`src/rtl/sprite_scaler_renderer_if.sv`:
```
// Bundle of the renderer's per-scanline control, ROM bus and pixel outputs.
// Control inputs are level-sampled on the rising clock edge and need no handshake.
// rom_bits must follow rom_addr after ROM_LAT clocks.
interface sprite_scaler_renderer_if #(
  parameter int ADDR_W = 3,
  parameter int ROM_W  = 8
);
  logic              vstart;
  logic              load;
  logic              hstart;
  logic              hflip;
  logic              vflip;
  logic [ADDR_W-1:0] rom_addr;
  logic [ROM_W-1:0]  rom_bits;
  logic              gfx;
  logic              in_progress;
  logic              done;
  logic [2:0]        state_dbg;

  modport master (
    output vstart, load, hstart, hflip, vflip, rom_bits,
    input  rom_addr, gfx, in_progress, done, state_dbg
  );

  modport slave (
    input  vstart, load, hstart, hflip, vflip, rom_bits,
    output rom_addr, gfx, in_progress, done, state_dbg
  );
endinterface

```
`src/rtl/sprite_scaler_renderer.sv`:
```
// Single-sprite scanline renderer: fetches one ROM row per line during hsync and
// shifts it out from hstart with optional mirroring, flipping and integer scaling.
module sprite_scaler_renderer #(
  parameter int ROM_W      = 8,
  parameter int ROM_H      = 8,
  parameter int MIRROR_X   = 1,
  parameter int MIRROR_Y   = 1,
  parameter int SCALE_LOG2 = 0,
  parameter int ROM_LAT    = 0,
  localparam int ADDR_W    = $clog2(ROM_H)
) (
  input  logic                     clk,
  input  logic                     reset,
  sprite_scaler_renderer_if.slave  bus
);

  localparam int COLS        = ROM_W << MIRROR_X;
  localparam int ROWS        = ROM_H << MIRROR_Y;
  localparam int LINE_CLKS   = COLS << SCALE_LOG2;
  localparam int FRAME_LINES = ROWS << SCALE_LOG2;
  localparam int XW          = $clog2(LINE_CLKS + 1);
  localparam int YW          = $clog2(FRAME_LINES + 1);
  localparam int IW          = $clog2(ROM_W);
  localparam int LW          = $clog2(ROM_LAT + 1) + 1;

  typedef enum logic [2:0] {
    IDLE        = 3'd0,
    WAIT_LOAD   = 3'd1,
    SETUP       = 3'd2,
    FETCH       = 3'd3,
    WAIT_HSTART = 3'd4,
    DRAW        = 3'd5
  } state_t;

  state_t            state_q, state_d;
  logic [XW-1:0]     xcount_q, xcount_d;
  logic [YW-1:0]     ycount_q, ycount_d;
  logic              hflip_q, hflip_d;
  logic              vflip_q, vflip_d;
  logic [ADDR_W-1:0] rom_addr_q, rom_addr_d;
  logic [ROM_W-1:0]  outbits_q, outbits_d;
  logic [LW-1:0]     fetch_q, fetch_d;
  logic              gfx_q, gfx_d;
  logic              done_q, done_d;

  logic [YW-1:0]     row_s, row_f;
  logic [ADDR_W-1:0] row_addr;
  logic [XW-1:0]     col_s, col_f, col_idx;
  logic              pix;

  // Row/column selection: scale down, apply flip, then fold the mirrored half.
  always_comb begin
    row_s = ycount_q >> SCALE_LOG2;
    row_f = vflip_q ? (YW'(ROWS - 1) - row_s) : row_s;
    if (MIRROR_Y != 0 && row_f >= YW'(ROM_H)) begin
      row_addr = ADDR_W'(YW'(2 * ROM_H - 1) - row_f);
    end else begin
      row_addr = ADDR_W'(row_f);
    end
    col_s = xcount_q >> SCALE_LOG2;
    col_f = hflip_q ? (XW'(COLS - 1) - col_s) : col_s;
    if (MIRROR_X != 0 && col_f >= XW'(ROM_W)) begin
      col_idx = XW'(2 * ROM_W - 1) - col_f;
    end else begin
      col_idx = col_f;
    end
    pix = outbits_q[IW'(col_idx)];
  end

  always_comb begin
    state_d    = state_q;
    xcount_d   = xcount_q;
    ycount_d   = ycount_q;
    hflip_d    = hflip_q;
    vflip_d    = vflip_q;
    rom_addr_d = rom_addr_q;
    outbits_d  = outbits_q;
    fetch_d    = fetch_q;
    gfx_d      = 1'b0;
    done_d     = 1'b0;
    case (state_q)
      IDLE: begin
        ycount_d = '0;
        if (bus.vstart) begin
          hflip_d = bus.hflip;
          vflip_d = bus.vflip;
          state_d = WAIT_LOAD;
        end
      end
      WAIT_LOAD: begin
        xcount_d = '0;
        if (bus.load) state_d = SETUP;
      end
      SETUP: begin
        rom_addr_d = row_addr;
        fetch_d    = '0;
        state_d    = FETCH;
      end
      FETCH: begin
        // Wait out the ROM latency; rom_bits is valid on the final count.
        if (fetch_q == LW'(ROM_LAT)) begin
          outbits_d = bus.rom_bits;
          state_d   = WAIT_HSTART;
        end else begin
          fetch_d = fetch_q + 1'b1;
        end
      end
      WAIT_HSTART: begin
        if (bus.hstart) state_d = DRAW;
      end
      DRAW: begin
        gfx_d    = pix;
        xcount_d = xcount_q + 1'b1;
        if (xcount_q == XW'(LINE_CLKS - 1)) begin
          ycount_d = ycount_q + 1'b1;
          if (ycount_q == YW'(FRAME_LINES - 1)) begin
            state_d = IDLE;
            done_d  = 1'b1;
          end else begin
            state_d = WAIT_LOAD;
          end
        end
      end
      default: state_d = IDLE;
    endcase
  end

  always_ff @(posedge clk or posedge reset) begin
    if (reset) begin
      state_q    <= IDLE;
      xcount_q   <= '0;
      ycount_q   <= '0;
      hflip_q    <= 1'b0;
      vflip_q    <= 1'b0;
      rom_addr_q <= '0;
      outbits_q  <= '0;
      fetch_q    <= '0;
      gfx_q      <= 1'b0;
      done_q     <= 1'b0;
    end else begin
      state_q    <= state_d;
      xcount_q   <= xcount_d;
      ycount_q   <= ycount_d;
      hflip_q    <= hflip_d;
      vflip_q    <= vflip_d;
      rom_addr_q <= rom_addr_d;
      outbits_q  <= outbits_d;
      fetch_q    <= fetch_d;
      gfx_q      <= gfx_d;
      done_q     <= done_d;
    end
  end

  assign bus.rom_addr    = rom_addr_q;
  assign bus.gfx         = gfx_q;
  assign bus.done        = done_q;
  assign bus.in_progress = (state_q != IDLE);
  assign bus.state_dbg   = state_q;

endmodule

```
`src/flat_wrapper.sv`:
```
// flat-port wrapper written by rule: the top's interface ports become plain ports
module sprite_scaler_renderer_flat 
#(
  parameter int ROM_W      = 8,
  parameter int ROM_H      = 8,
  parameter int MIRROR_X   = 1,
  parameter int MIRROR_Y   = 1,
  parameter int SCALE_LOG2 = 0,
  parameter int ROM_LAT    = 0,
  localparam int ADDR_W    = $clog2(ROM_H)
)
  (clk, reset, bus_vstart, bus_load, bus_hstart, bus_hflip, bus_vflip, bus_rom_bits, bus_rom_addr, bus_gfx, bus_in_progress, bus_done, bus_state_dbg);
  sprite_scaler_renderer_if #(.ADDR_W(3), .ROM_W(ROM_W)) bus_i ();
  input  logic clk;
  input  logic reset;
  input wire logic [$bits(bus_i.vstart)-1:0] bus_vstart;
  input wire logic [$bits(bus_i.load)-1:0] bus_load;
  input wire logic [$bits(bus_i.hstart)-1:0] bus_hstart;
  input wire logic [$bits(bus_i.hflip)-1:0] bus_hflip;
  input wire logic [$bits(bus_i.vflip)-1:0] bus_vflip;
  input wire logic [$bits(bus_i.rom_bits)-1:0] bus_rom_bits;
  output wire logic [$bits(bus_i.rom_addr)-1:0] bus_rom_addr;
  output wire logic [$bits(bus_i.gfx)-1:0] bus_gfx;
  output wire logic [$bits(bus_i.in_progress)-1:0] bus_in_progress;
  output wire logic [$bits(bus_i.done)-1:0] bus_done;
  output wire logic [$bits(bus_i.state_dbg)-1:0] bus_state_dbg;
  assign bus_i.vstart = bus_vstart;
  assign bus_i.load = bus_load;
  assign bus_i.hstart = bus_hstart;
  assign bus_i.hflip = bus_hflip;
  assign bus_i.vflip = bus_vflip;
  assign bus_i.rom_bits = bus_rom_bits;
  assign bus_rom_addr = bus_i.rom_addr;
  assign bus_gfx = bus_i.gfx;
  assign bus_in_progress = bus_i.in_progress;
  assign bus_done = bus_i.done;
  assign bus_state_dbg = bus_i.state_dbg;
  sprite_scaler_renderer #(.ROM_W(ROM_W), .ROM_H(ROM_H), .MIRROR_X(MIRROR_X), .MIRROR_Y(MIRROR_Y), .SCALE_LOG2(SCALE_LOG2), .ROM_LAT(ROM_LAT)) u_core (.clk(clk), .reset(reset), .bus(bus_i));
endmodule
```
`config.mk`:
```
export PLATFORM = sky130hd
export DESIGN_NAME = sprite_scaler_renderer_flat
export DESIGN_NICKNAME = d
export VERILOG_FILES = /design/src/rtl/sprite_scaler_renderer_if.sv /design/src/rtl/sprite_scaler_renderer.sv /design/src/flat_wrapper.sv
export SDC_FILE = /design/constraint.sdc
export NUM_CORES = 1
export LEC_CHECK = 0
export BUFFER_PORTS_ARGS = -buffer_cell sky130_fd_sc_hd__buf_2
export CAP_MARGIN = 20
export CELL_PAD_IN_SITES_DETAIL_PLACEMENT = 1
export CELL_PAD_IN_SITES_GLOBAL_PLACEMENT = 1
export CORE_UTILIZATION = 45
export CTS_BUF_LIST = sky130_fd_sc_hd__clkbuf_4
export DETAILED_ROUTE_END_ITERATION = 7
export GPL_TIMING_DRIVEN = 0
export PLACE_DENSITY_LB_ADDON = 0.25
export SYNTH_ARGS = -nofsm -noshare
export SYNTH_HDL_FRONTEND = slang
export SYNTH_SLANG_ARGS = --single-unit
```
`constraint.sdc`:
```
create_clock -name clk -period 1.8 [get_ports clk]
set_clock_uncertainty 0.1 [all_clocks]
set_input_delay 0.27 -clock clk [delete_from_list [all_inputs] [get_ports clk]]
set_output_delay 0.27 -clock clk [all_outputs]
set_load 0.02 [all_outputs]
```
==> impl_metrics.tcl <==
set metrics [dict create \
    run_status "finished, final reports clean" \
    dp_hpwl_mm 2.59 \
    synth.ff_latch_count 28 \
    switchingPower_mw 0.949 \
    power_density_over_cell_area_nw_per_um2 1290 \
    worstMarginPinSlew_ns 0.557 \
    synth.mux.area_fraction_pct 10.1 \
    slew_headroom_pct 62.8 \
    critical-path-slowest-cell "sky130_fd_sc_hd__dfrtp_1" \
    clkSinkCount 28 \
    placeableCoreArea_um2 3150 \
    portBuffers 23 \
    crit_path_max_incr_delay_ns 0.47 \
    ys_top_cells_by_area "sky130_fd_sc_hd__dfrtp_1 45%, sky130_fd_sc_hd__mux2_2 9.5%, sky130_fd_sc_hd__nand2_1 3.4%, sky130_fd_sc_hd__xnor2_1 2.8%, sky130_fd_sc_hd__a21oi_1 2.6%" \
    hold_viol 0 \
    yosys.area_share.simple_pct 21.6 \
    path_cells "buf_6, and2b_4, nor2b_1, a21oi_1, o211ai_1, a211oi_1" \
    ys_dominant_reg_cell "sky130_fd_sc_hd__dfrtp_1" \
    std_cell_rows 20 \
    route.antenna.remaining_nets 0 \
    dr.first_iter.drc_count 36 \
    critical_path.reg2reg.startpoint "u_core.col_s[1]" \
    netlist.area_leader.share_pct 45.3 \
    drt_wl_total_mm 3.55 \
    kind_of_cell_adding_the_most_delay_to_the_critical_path "compound AO/OA/AOI/OAI gates" \
    placedInstanceArea_um2 1720 \
    worstPathMaxFanout 10 \
    clk-insertion-delay-late_ns 0.33 \
    main_combinational_cell_family_by_area_after_synthesis "simple AND/OR/NAND/NOR gates" \
    p_leak_nw 0.843 \
    routed_wire_length_per_instance_um 15.8 \
    timing.critical_path.to_type "flip-flop" \
    via_per_inst 5.36 \
    die_height_um 60.6 \
    critical_path_class "reg -> reg" \
    power.share.sequential_pct 41.7 \
    async_flop_share_pct 100 \
    grt_start_max_net_pins 29 \
    finish.net_count 198 \
    drive_above_1_share_pct 30.6 \
    power.share.clock_pct 11.9 \
    syn-num-nets 167 \
    yosysWarnings 0 \
    power.share.switching_pct 40.9 \
    path_buf_inv 1 \
    synth_compound_area_share_pct 12.3 \
    cts_max_level 1 \
    period_share_pct 93.5 \
    first_global_vias 1288 \
    cts_clk_pin_slew_worst_paths_ns 0.16 \
    critical_path.reg2reg.endpoint "u_core.bus.gfx" \
    tritoncts.num_buffers 3 \
    post_synth_xor_area_fraction_pct 4.53 \
    fp.dieArea_um2 3670 \
    synth_edf_count 0 \
    critical_path.startpoint_type "flip-flop" \
    initial_utilization_pct 49.0 \
    drt_pass1_iterations 4 \
    yosys.cell_count.top_type "sky130_fd_sc_hd__dfrtp_1" \
    power_frac_comb_pct 46.4 \
    cp-startpoint "u_core.col_s[1]" \
    fmaxAchievable_ghz 0.594 \
    tritoncts_clock_tree "done" \
    mappedNetlistArea_um2 1550 \
    grt_first_pass_wirelength_mm 5.99 \
    synth.yosys.seq_area_share_pct 45.3 \
    cellInternalPower_mw 1.37 \
    number_of_antenna_diodes 0 \
    clockRootBuffer "sky130_fd_sc_hd__clkbuf_4" \
    grt_util_all_layers_pct 22.4 \
    min_period_ns 1.68 \
    final-max-slew-violation-count 0 \
    layout.cell_area.non_filler_um2 1790 \
    cts_max_path_buffers 2 \
    cap_viol_max_count 0 \
    synth_fa_ha_area_share_pct 1.62 \
    path_depth 6 \
    syn2layout_area_growth_pct 16.0 \
    critPathRequiredTime_ns 1.93 \
    timing.critical_path.to "u_core.bus.gfx" \
    ir_drop_mv 0.604 \
    kind_of_path_behind_the_tightest_hold_check "in -> reg" \
    setup_viol 0 \
    mean_syn_cell_area_um2 10.3 \
    timing.setup.tns_ns 0 \
    syn-instance-count 150 \
    synth.lib_cells_used.distinct 40 \
    setup_repair_after_global_routing_missed_its_margin "false" \
    synth_top_area_cell "sky130_fd_sc_hd__dfrtp_1" \
    dr_total_vias 1201 \
    final_core_util_pct 56.9 \
    place_congestion 0.873 \
    drc 0 \
    cp.arrival_ns 1.81 \
    grt_antenna_before_repair 0 \
    synth.cells.most_frequent "28 x sky130_fd_sc_hd__dfrtp_1, 14 x sky130_fd_sc_hd__nand2_1, 13 x sky130_fd_sc_hd__mux2_2" \
    globalRoute.totalOverflow 0 \
    fill_cells 384 \
    reg2reg_slack_ns 0.12 \
    ioPinCount 24 \
    die_x_um 60.6 \
    reg2regPathDepth 6 \
]
## worst register-to-register path, stage by stage (launching register included)
cell	delay [ns]
sky130_fd_sc_hd__dfrtp_1	0.47
sky130_fd_sc_hd__buf_6	0.17
sky130_fd_sc_hd__and2b_4	0.17
sky130_fd_sc_hd__nor2b_1	0.13
sky130_fd_sc_hd__a21oi_1	0.13
sky130_fd_sc_hd__o211ai_1	0.09
sky130_fd_sc_hd__a211oi_1	0.32
## state kept, by name, summed over array words and instances, names as in the netlist
name                  cells
u_core.outbits_q          8
u_core.bus.done           1
u_core.bus.gfx            1
u_core.hflip_q            1
u_core.col_s              5
u_core.row_s              5
u_core.bus.state_dbg      3
u_core.vflip_q            1
u_core.bus.rom_addr       3
## power groups by stage
| stage | registers [mW] | logic [mW] | clock network, mW |
|---|---|---|---|
| after floorplan | 0.977 | 0.749 | 0 |
| after global placement | 0.957 | 0.977 | 0 |
| after detailed placement | 0.973 | 1.03 | 0 |
| after CTS | 0.967 | 1.06 | 0.283 |
| after global routing | 0.992 | 1.18 | 0.307 |
| final | 0.969 | 1.08 | 0.276 |
## kinds of logic after synthesis
kind of cell,Yosys count
mux,14
simple gates,56
buf+inv,12
xor+xnor,8
fa+ha+maj,2
compound gates,30
flops,28
## worst min-delay path by stage
| stage | cells past startpoint | from | slack (ns) | end |
|---|---|---|---|---|
| CTS | 2 | bus_rom_bits[6] | 0.05 | u_core.outbits_q[6] |
| floorplan | 1 | reset | 0.24 | u_core.bus.done |
| global route | 2 | bus_rom_bits[6] | 0.03 | u_core.outbits_q[6] |
| detailed placement | 1 | u_core.bus.rom_addr[1] | 0.39 | u_core.bus.rom_addr[1] |
| finish | 2 | bus_rom_bits[6] | 0.05 | u_core.outbits_q[6] |
| global placement | 1 | u_core.bus.rom_addr[0] | 0.38 | u_core.bus.rom_addr[0] |
## area by class of cell
type / count / area, um^2 / area share [%]
Buffer: 6 / 47.5 / 2.65
Clock buffer: 3 / 22.5 / 1.26
Clock inverter: 1 / 3.75 / 0.209
Inverter: 6 / 22.5 / 1.26
Multi-Input combinational cell: 110 / 782 / 43.6
Sequential cell: 28 / 701 / 39.1
Tap cell: 44 / 55.1 / 3.07
Timing Repair Buffer: 26 / 160 / 8.93
## what timing repair did
action,in CTS,in global routing
endpoints found under the setup margin,1,1
resized for setup,1,0
setup buffers,1,0
hold buffers,0,1
endpoints found under the hold margin,0,11
gates cloned,0,0
pin swaps,1,1
## per-stage QoR
stage | total power, mW | worst slack, ns | cells | hold WS [ns]
CTS | 2.31 | 0.0991 | 222 | 0.0481
detailed placement | 2.00 | 0.184 | 217 | 0.390
floorplan | 1.73 | 0.271 | 150 | 0.235
finish | 2.32 | 0.117 | 224 | 0.0525
global route | 2.48 | 0.0188 | 224 | 0.0346
global placement | 1.93 | 0.238 | 217 | 0.385
## layout by cell type, fill, tap and decap left out, types with 2 or more instances in the layout
cell and n:
sky130_fd_sc_hd__o21ai_0 6, sky130_fd_sc_hd__buf_2 25, sky130_fd_sc_hd__buf_4 3, sky130_fd_sc_hd__nand2_1 14, sky130_fd_sc_hd__mux2_2 13, sky130_fd_sc_hd__nand3_2 2, sky130_fd_sc_hd__a211oi_1 2, sky130_fd_sc_hd__nand3_1 2
sky130_fd_sc_hd__a31oi_1 2, sky130_fd_sc_hd__ha_1 2, sky130_fd_sc_hd__clkbuf_4 3, sky130_fd_sc_hd__inv_1 6, sky130_fd_sc_hd__buf_6 2, sky130_fd_sc_hd__and3_1 4, sky130_fd_sc_hd__nand2b_1 5, sky130_fd_sc_hd__dfrtp_1 28
sky130_fd_sc_hd__nor2_1 9, sky130_fd_sc_hd__nor3_4 2, sky130_fd_sc_hd__nor2b_1 5, sky130_fd_sc_hd__nor3_1 4, sky130_fd_sc_hd__o211ai_1 2, sky130_fd_sc_hd__xnor2_1 5, sky130_fd_sc_hd__o21ai_1 2, sky130_fd_sc_hd__a21oi_1 8
sky130_fd_sc_hd__xor2_1 3, sky130_fd_sc_hd__nand4_1 2, sky130_fd_sc_hd__a221oi_1 3
## layer usage
layer / GRT usage [%] / vias to the layer above / wire (um)
met3: 2.56 / 8 / 78
met1: 29.8 / 588 / 1680
li1: - / 585 / -
met4: 10.7 / 0 / 77
met2: 36.6 / 20 / 1710
met5: 0 / - / 0
Note: power is estimated with default switching activity, not from simulation.
